===== src/rtl/pci_cmp_pkg.sv =====
// ============================================================================
// Module  : pci_cmp_pkg
// Brief   : Shared types and constants for the PCI request completer.
// Revision: 1.0 - initial release
// ============================================================================
`default_nettype none

package pci_cmp_pkg;

    typedef enum logic [2:0] {
        IDLE    = 3'd0,
        ARB     = 3'd1,
        ACCESS  = 3'd2,
        DONE    = 3'd3,
        RELEASE = 3'd4
    } state_e;

    localparam logic [31:0] ERR_RDATA = 32'hDEAD_BEEF;

    localparam int CNT_W = 16;
    localparam logic [CNT_W-1:0] CNT_MAX = {CNT_W{1'b1}};

    // Holds at CNT_MAX instead of wrapping.
    function automatic logic [CNT_W-1:0] sat_inc(input logic [CNT_W-1:0] v);
        return (v == CNT_MAX) ? v : v + 1'b1;
    endfunction

endpackage

`default_nettype wire


===== src/rtl/pci_req_completer_if.sv =====
// ============================================================================
// Module  : pci_req_completer_if
// Brief   : Bridge-to-completer PCI request/response bundle.
// Revision: 1.0 - initial release
// ============================================================================
`default_nettype none

interface pci_req_completer_if #(
    parameter int ADDR_W = 32,
    parameter int DATA_W = 32
);
    import pci_cmp_pkg::*;

    logic              PCI_REQ;
    logic              PCI_WR;
    logic [ADDR_W-1:0] PCI_ADDR;
    logic [DATA_W-1:0] PCI_WDATA;
    logic              PCI_GNT;
    logic              PCI_READY;
    logic [DATA_W-1:0] PCI_RDATA;
    logic              PCI_ERR;
    logic [CNT_W-1:0]  WR_CNT;
    logic [CNT_W-1:0]  RD_CNT;

    modport master (
        output PCI_REQ, PCI_WR, PCI_ADDR, PCI_WDATA,
        input  PCI_GNT, PCI_READY, PCI_RDATA, PCI_ERR, WR_CNT, RD_CNT
    );

    modport slave (
        input  PCI_REQ, PCI_WR, PCI_ADDR, PCI_WDATA,
        output PCI_GNT, PCI_READY, PCI_RDATA, PCI_ERR, WR_CNT, RD_CNT
    );

endinterface

`default_nettype wire


===== src/rtl/pci_cmp_regfile.sv =====
// ============================================================================
// Module  : pci_cmp_regfile
// Brief   : Word storage for the completer window; sync write, comb read.
// Revision: 1.0 - initial release
// ============================================================================
`default_nettype none

module pci_cmp_regfile #(
    parameter int DATA_W    = 32,
    parameter int MEM_DEPTH = 16,
    parameter int IDX_W     = $clog2(MEM_DEPTH)
) (
    input  wire logic              HCLK,
    input  wire logic              HRESETn,
    input  wire logic              we_i,
    input  wire logic [IDX_W-1:0]  idx_i,
    input  wire logic [DATA_W-1:0] wdata_i,
    output logic      [DATA_W-1:0] rdata_o
);

    logic [DATA_W-1:0] mem_q [MEM_DEPTH];

    for (genvar i = 0; i < MEM_DEPTH; i++) begin : g_word
        always_ff @(posedge HCLK or negedge HRESETn) begin
            if (!HRESETn) begin
                mem_q[i] <= '0;
            end else if (we_i && (idx_i == IDX_W'(i))) begin
                mem_q[i] <= wdata_i;
            end
        end
    end

    assign rdata_o = mem_q[idx_i];

endmodule

`default_nettype wire


===== src/rtl/pci_req_completer.sv =====
// ============================================================================
// Module  : pci_req_completer
// Brief   : Modelled PCI target: grant/access latency, decoded word window.
// Revision: 1.0 - initial release
// ============================================================================
`default_nettype none

module pci_req_completer
    import pci_cmp_pkg::*;
#(
    parameter int                ADDR_W    = 32,
    parameter int                DATA_W    = 32,
    parameter int                MEM_DEPTH = 16,
    parameter logic [ADDR_W-1:0] BASE_ADDR = {ADDR_W{1'b0}},
    parameter int                GNT_LAT   = 2,
    parameter int                ACC_LAT   = 3
) (
    input wire logic         HCLK,
    input wire logic         HRESETn,
    pci_req_completer_if.slave bus
);

    localparam int IDX_W   = $clog2(MEM_DEPTH);
    localparam int LAT_MAX = (GNT_LAT > ACC_LAT) ? GNT_LAT : ACC_LAT;
    localparam int LAT_W   = (LAT_MAX > 1) ? $clog2(LAT_MAX) : 1;

    localparam logic [LAT_W-1:0]  GNT_LOAD  = LAT_W'(GNT_LAT - 1);
    localparam logic [LAT_W-1:0]  ACC_LOAD  = LAT_W'(ACC_LAT - 1);
    localparam logic [ADDR_W:0]   WIN_BYTES = (ADDR_W + 1)'(MEM_DEPTH * 4);

    state_e            state_q;
    logic [LAT_W-1:0]  cnt_q;
    logic              wr_q;
    logic [ADDR_W-1:0] addr_q;
    logic [DATA_W-1:0] wdata_q;
    logic              gnt_q;
    logic              ready_q;
    logic              err_q;
    logic [DATA_W-1:0] rdata_q;
    logic [CNT_W-1:0]  wr_cnt_q;
    logic [CNT_W-1:0]  rd_cnt_q;

    logic [CNT_W-1:0]  wr_cnt_d;
    logic [CNT_W-1:0]  rd_cnt_d;
    logic [ADDR_W-1:0] off_w;
    logic              err_w;
    logic [IDX_W-1:0]  idx_w;
    logic              we_w;
    logic [DATA_W-1:0] mem_rdata_w;

    // Decode works only from the captured address, never the live bus.
    assign off_w = addr_q - BASE_ADDR;
    assign err_w = ({1'b0, off_w} >= WIN_BYTES) || (addr_q[1:0] != 2'b00);
    assign idx_w = off_w[IDX_W+1:2];
    assign we_w  = (state_q == DONE) && wr_q && !err_q;

    assign wr_cnt_d = sat_inc(wr_cnt_q);
    assign rd_cnt_d = sat_inc(rd_cnt_q);

    pci_cmp_regfile #(
        .DATA_W    (DATA_W),
        .MEM_DEPTH (MEM_DEPTH),
        .IDX_W     (IDX_W)
    ) u_regfile (
        .HCLK    (HCLK),
        .HRESETn (HRESETn),
        .we_i    (we_w),
        .idx_i   (idx_w),
        .wdata_i (wdata_q),
        .rdata_o (mem_rdata_w)
    );

    always_ff @(posedge HCLK or negedge HRESETn) begin
        if (!HRESETn) begin
            state_q  <= IDLE;
            cnt_q    <= '0;
            wr_q     <= 1'b0;
            addr_q   <= '0;
            wdata_q  <= '0;
            gnt_q    <= 1'b0;
            ready_q  <= 1'b0;
            err_q    <= 1'b0;
            rdata_q  <= '0;
            wr_cnt_q <= '0;
            rd_cnt_q <= '0;
        end else begin
            case (state_q)
                IDLE: begin
                    if (bus.PCI_REQ) begin
                        wr_q    <= bus.PCI_WR;
                        addr_q  <= bus.PCI_ADDR;
                        wdata_q <= bus.PCI_WDATA;
                        cnt_q   <= GNT_LOAD;
                        state_q <= ARB;
                    end
                end
                ARB: begin
                    if (!bus.PCI_REQ) begin
                        state_q <= IDLE;
                    end else if (cnt_q == '0) begin
                        gnt_q   <= 1'b1;
                        cnt_q   <= ACC_LOAD;
                        state_q <= ACCESS;
                    end else begin
                        cnt_q <= cnt_q - 1'b1;
                    end
                end
                ACCESS: begin
                    if (!bus.PCI_REQ) begin
                        gnt_q   <= 1'b0;
                        state_q <= IDLE;
                    end else if (cnt_q == '0) begin
                        // Response is registered on entry so it is valid for the whole DONE cycle.
                        ready_q <= 1'b1;
                        err_q   <= err_w;
                        if (wr_q) begin
                            rdata_q <= '0;
                        end else if (err_w) begin
                            rdata_q <= DATA_W'(ERR_RDATA);
                        end else begin
                            rdata_q <= mem_rdata_w;
                        end
                        state_q <= DONE;
                    end else begin
                        cnt_q <= cnt_q - 1'b1;
                    end
                end
                DONE: begin
                    ready_q <= 1'b0;
                    err_q   <= 1'b0;
                    rdata_q <= '0;
                    gnt_q   <= 1'b0;
                    if (!err_q) begin
                        if (wr_q) begin
                            wr_cnt_q <= wr_cnt_d;
                        end else begin
                            rd_cnt_q <= rd_cnt_d;
                        end
                    end
                    state_q <= RELEASE;
                end
                RELEASE: begin
                    state_q <= IDLE;
                end
                default: begin
                    state_q <= IDLE;
                end
            endcase
        end
    end

    assign bus.PCI_GNT   = gnt_q;
    assign bus.PCI_READY = ready_q;
    assign bus.PCI_ERR   = err_q;
    assign bus.PCI_RDATA = rdata_q;
    assign bus.WR_CNT    = wr_cnt_q;
    assign bus.RD_CNT    = rd_cnt_q;

endmodule

`default_nettype wire


===== src/flat_wrapper.sv =====
// flat-port wrapper written by rule: the top's interface ports become plain ports
module pci_req_completer_flat import pci_cmp_pkg::*;
#(
    parameter int                ADDR_W    = 32,
    parameter int                DATA_W    = 32,
    parameter int                MEM_DEPTH = 16,
    parameter logic [ADDR_W-1:0] BASE_ADDR = {ADDR_W{1'b0}},
    parameter int                GNT_LAT   = 2,
    parameter int                ACC_LAT   = 3
)
  (HCLK, HRESETn, bus_PCI_REQ, bus_PCI_WR, bus_PCI_ADDR, bus_PCI_WDATA, bus_PCI_GNT, bus_PCI_READY, bus_PCI_RDATA, bus_PCI_ERR, bus_WR_CNT, bus_RD_CNT);
  pci_req_completer_if #(.ADDR_W(ADDR_W), .DATA_W(DATA_W)) bus_i ();
  input wire logic HCLK;
  input wire logic HRESETn;
  input wire logic [$bits(bus_i.PCI_REQ)-1:0] bus_PCI_REQ;
  input wire logic [$bits(bus_i.PCI_WR)-1:0] bus_PCI_WR;
  input wire logic [$bits(bus_i.PCI_ADDR)-1:0] bus_PCI_ADDR;
  input wire logic [$bits(bus_i.PCI_WDATA)-1:0] bus_PCI_WDATA;
  output wire logic [$bits(bus_i.PCI_GNT)-1:0] bus_PCI_GNT;
  output wire logic [$bits(bus_i.PCI_READY)-1:0] bus_PCI_READY;
  output wire logic [$bits(bus_i.PCI_RDATA)-1:0] bus_PCI_RDATA;
  output wire logic [$bits(bus_i.PCI_ERR)-1:0] bus_PCI_ERR;
  output wire logic [$bits(bus_i.WR_CNT)-1:0] bus_WR_CNT;
  output wire logic [$bits(bus_i.RD_CNT)-1:0] bus_RD_CNT;
  assign bus_i.PCI_REQ = bus_PCI_REQ;
  assign bus_i.PCI_WR = bus_PCI_WR;
  assign bus_i.PCI_ADDR = bus_PCI_ADDR;
  assign bus_i.PCI_WDATA = bus_PCI_WDATA;
  assign bus_PCI_GNT = bus_i.PCI_GNT;
  assign bus_PCI_READY = bus_i.PCI_READY;
  assign bus_PCI_RDATA = bus_i.PCI_RDATA;
  assign bus_PCI_ERR = bus_i.PCI_ERR;
  assign bus_WR_CNT = bus_i.WR_CNT;
  assign bus_RD_CNT = bus_i.RD_CNT;
  pci_req_completer #(.ADDR_W(ADDR_W), .DATA_W(DATA_W), .MEM_DEPTH(MEM_DEPTH), .BASE_ADDR(BASE_ADDR), .GNT_LAT(GNT_LAT), .ACC_LAT(ACC_LAT)) u_core (.HCLK(HCLK), .HRESETn(HRESETn), .bus(bus_i));
endmodule

===== config.mk =====
export PLATFORM = sky130hd
export DESIGN_NAME = pci_req_completer_flat
export DESIGN_NICKNAME = d
export VERILOG_FILES = /design/src/rtl/pci_cmp_pkg.sv /design/src/rtl/pci_req_completer_if.sv /design/src/rtl/pci_cmp_regfile.sv /design/src/rtl/pci_req_completer.sv /design/src/flat_wrapper.sv
export SDC_FILE = /design/constraint.sdc
export NUM_CORES = 1
export LEC_CHECK = 0
export CAP_MARGIN = 10
export CORE_MARGIN = 3
export CORE_UTILIZATION = 49
export CTS_CLUSTER_DIAMETER = 200
export DETAILED_ROUTE_END_ITERATION = 7
export PLACE_DENSITY_LB_ADDON = 0.08
export SYNTH_ARGS = -nofsm -noshare
export SYNTH_HDL_FRONTEND = slang
export SYNTH_SLANG_ARGS = --single-unit
export TNS_END_PERCENT = 5

===== constraint.sdc =====
create_clock -name HCLK -period 2.2 [get_ports HCLK]
set_input_delay 0.66 -clock HCLK [delete_from_list [all_inputs] [get_ports HCLK]]
set_output_delay 0.66 -clock HCLK [all_outputs]
set_load 0.02 [all_outputs]

==> results.md <==
- Reg clk slew, reported paths: around 0.06 ns
- Slew margin rel.: 0.497
- Setup-failing EPs final: 0
- Ys flop type: dfrtp_1
- Critical Setup Path Class: flop to flop
- Max Buffers Root-to-Sink: 3
- Vias per inst: 5.87
- CTS tree: built
- Worst Path Max Fanout: 24
- Worst Slack Setup Final: 0.0819 ns
- Synth Instances: ~1,800
- Io pins: about 140
- GP Congestion: 0.785
- Maximum VDD drop: 0.785 mV
- Core area: just under 60,000 um^2
- DRT Pass-1 Iters: 5
- Critical Path RT: 2.70 ns
- Highest Clock Rate: 472 MHz
- Synthesized flop and latch total: 649
- Via count: 16,664
- Number of antenna diodes: 0
- DP HPWL: roughly 45,000 um
- Outcome: complete, no violations
- Worst hold path class: flop to flop
- Layout Skew: just under 0.02 ns
- # rows: just under 90
- Final antenna-violating net count: 0
- Fillcell total: 4,488
- Clock share of power: 0.347
- Die area: slightly above 60,000 um^2
- Max_cap viols: 0
- WL final: 71,600 um
- Share of cells above drive strength 1: 0.465
- Top post-synthesis cells by area: dfrtp_1, mux2_2, mux4_2
- Post-synthesis sequential area ratio: 0.565
- Reg2reg path depth: 6
- Hold Path Stages: 1
- Final Max Slew Viols: 0
- Placed cells: 2,711
- Area Overhead vs Synth: 19.6%
- Total net switching power: between 10 and 15 mW
- Chip Width: 248 um
- CTS Root Cell: clkbuf_16
- Sw Ratio: 0.309
- Finished Layout Cells: about 2,800
- Asr flop ratio synth: 1.00
- Fin crit period: 2.12 ns
- Global-route wire length before repair: 110,000 um
- Net Count, Synth: 1,897
- Total Routing Usage GR: 0.238
- Library cells used by synthesis: between 50 and 60
- Flop pwr share: 0.443
- Initial antenna violation count: 1
- EDFF count, synth: 0
- R2R Path Start: u_core.addr_q[3]$_DFFE_PN0P_
- Yosys warnings: 0
- Initial Util: 0.497
- Area leader, netlist: dfrtp_1
- Leak: 16.8 nW
- Worst hold start: u_core.bus.PCI_RDATA[10]$_DFFE_PN0P_
- Startpoint types: flop
- P_int: 23.4 mW
- Nets@finish: around 2,100
- Final hold vios: 0
- Wire per inst: 25.2 um
- Vias in the first global route: 17,840
- Top cell type's share of synthesized area: 0.565
- DP Worst Slack: -0.303 ns
- GRT Residual Overflow: 0
- Starting DRT DRC Count: around 970
- Die Y: 248 um
- Combinational share of power: 0.209
- Worst EP arrival: 2.62 ns
- RSZ-0062 raised after global routing: yes
- Syn Std Cell Area: 28,700 um^2
- Later-pin clock latency in the skew report: 0.61 ns
- Worst Tran Pin Value: 0.754 ns
- Critical Path Start: u_core.addr_q[3]$_DFFE_PN0P_
- Number of I/O port buffers: 134
- CTS Sinks: 649
- PD cells: between 900 and 1000 nW/um^2
- Period utilisation layout: 0.963
- Crit. End Element: flop
- Total CTS buffers: 70
- Htree depth: 3
- Pin count of the biggest net entering global routing: 50
- Remaining DRCs: 0
- Syn Area/Cell: 15.7 um^2
## synthesized netlist by cell type (13+ instances only)
master / count
dfrtp_1: 649
mux2_2: 537
mux4_2: 127
buf_2: 71
clkbuf_1: 55
a22oi_1: 53
nand2_1: 42
mux2_4: 30
a31oi_1: 24
mux2_1: 24
a21o_1: 23
xnor2_1: 20
nand3_1: 16
nand4_1: 13
## power by group through the flow
stage,registers [mW],clock network [mW],logic [mW]
5_1_grt,15.3,12.6,7.57
3_5_place_dp,15.2,0,7.34
6_report,15.0,11.8,7.11
2_1_floorplan,14.1,0,4.62
3_3_place_gp,15.2,0,7.25
4_1_cts,15.0,12.1,7.22
## path summary, 6_finish.rpt
| kind | endpoint | slack [ns] |
|---|---|---|
| max | u_core.bus.PCI_RDATA[19]$_DFFE_PN0P_ | 0.08 |
| min | u_core.bus.PCI_RDATA[10]$_DFFE_PN0P_ | 0.47 |
| max reg2reg | u_core.bus.PCI_RDATA[19]$_DFFE_PN0P_ | 0.08 |
| min reg2reg | u_core.bus.PCI_RDATA[10]$_DFFE_PN0P_ | 0.47 |
| max in group asynchronous | u_core.u_regfile.mem_q[213]$_DFFE_PN0P_ | 0.86 |
| min in group asynchronous | u_core.bus.WR_CNT[12]$_DFFE_PN0P_ | 0.56 |
## worst max-delay path, stage by stage (launching register included)
cell and delay [ns]:
dfrtp_4 0.59, buf_12 0.26, mux4_2 0.54, mux2_2 0.28, nand2_1 0.07, a31oi_1 0.09
a21o_1 0.16
## through the flow
| step | utilization | TNS [ns] | hold WS, ns | total power [mW] | instance area, um^2 |
|---|---|---|---|---|---|
| detailed placement | 0.556 | -18.46 | 0.466 | 22.6 | 32100 |
| global placement | 0.556 | -19.13 | 0.465 | 22.4 | 32100 |
| CTS | 0.595 | 0 | 0.474 | 34.3 | 34400 |
| global route | 0.595 | -0.0289 | 0.497 | 35.5 | 34400 |
| finish | 0.595 | 0 | 0.468 | 34.0 | 34400 |
| floorplan | - | 0 | 0.364 | 18.8 | 28700 |
## layer usage
layer / vias to the layer above / GRT usage / wire length [um]
met1: 8980 / 0.331 / 32000
met5: - / 0 / 0
met4: 0 / 0.0643 / 1840
met2: 349 / 0.392 / 34800
li1: 7214 / - / -
met3: 121 / 0.0396 / 3000
## sequential cells by signal, summed over array words and instances, names as in the netlist, 2 cells and up
name and flops:
u_core.state_q 3, u_core.wdata_q 32, u_core.bus.RD_CNT 16, u_core.cnt_q 2, u_core.addr_q 32, u_core.bus.PCI_RDATA 32
u_core.bus.WR_CNT 16, u_core.u_regfile.mem_q 512
## cells by family after synthesis
family | count (synthesis) | synth area share
AO/OA/AOI/OAI | 128 | 0.0327
buffers and inverters | 155 | 0.0275
adder cells (fa/ha/maj) | 4 | 0.00174
flip-flops | 649 | 0.565
XOR/XNOR | 26 | 0.00793
AND/OR/NAND/NOR | 143 | 0.0291
multiplexers | 720 | 0.336
## repair_timing
item / CTS / global route
endpoints found under the setup margin: 131 / 39
endpoints found under the hold margin: 27 / 0
buffers inserted: 0 / 0
hold buffers: 1 / 0
resized for setup: 68 / 3
## layout make-up
cell class / instances / area [um^2] / share of cell area
clock buffers: 111 / 2100 / 0.0610
flip-flops and latches: 649 / 16200 / 0.473
repair buffers: 271 / 3080 / 0.0896
clock inverters: 17 / 208 / 0.00604
well taps: 765 / 957 / 0.0278
inverters: 6 / 22.5 / 0.000655
multi-input cells: 1021 / 11800 / 0.342
## placed cells by master (no fill, tap or decap), types with 15 or more instances in the layout
master | Yosys | layout
dlygate4sd2_1 | 0 | 67
xnor2_1 | 20 | 20
buf_12 | 3 | 63
nand2_1 | 42 | 40
clkbuf_16 | 0 | 72
mux4_2 | 127 | 127
dfrtp_1 | 649 | 646
clkdlybuf4s50_1 | 0 | 66
mux2_4 | 30 | 31
mux2_1 | 24 | 24
clkbuf_8 | 0 | 15
mux2_2 | 537 | 536
clkbuf_1 | 55 | 24
a22oi_1 | 53 | 53
nand3_1 | 16 | 15
buf_4 | 10 | 73
a31oi_1 | 24 | 24
a21o_1 | 23 | 23
Note: power is estimated with default switching activity, not from simulation.
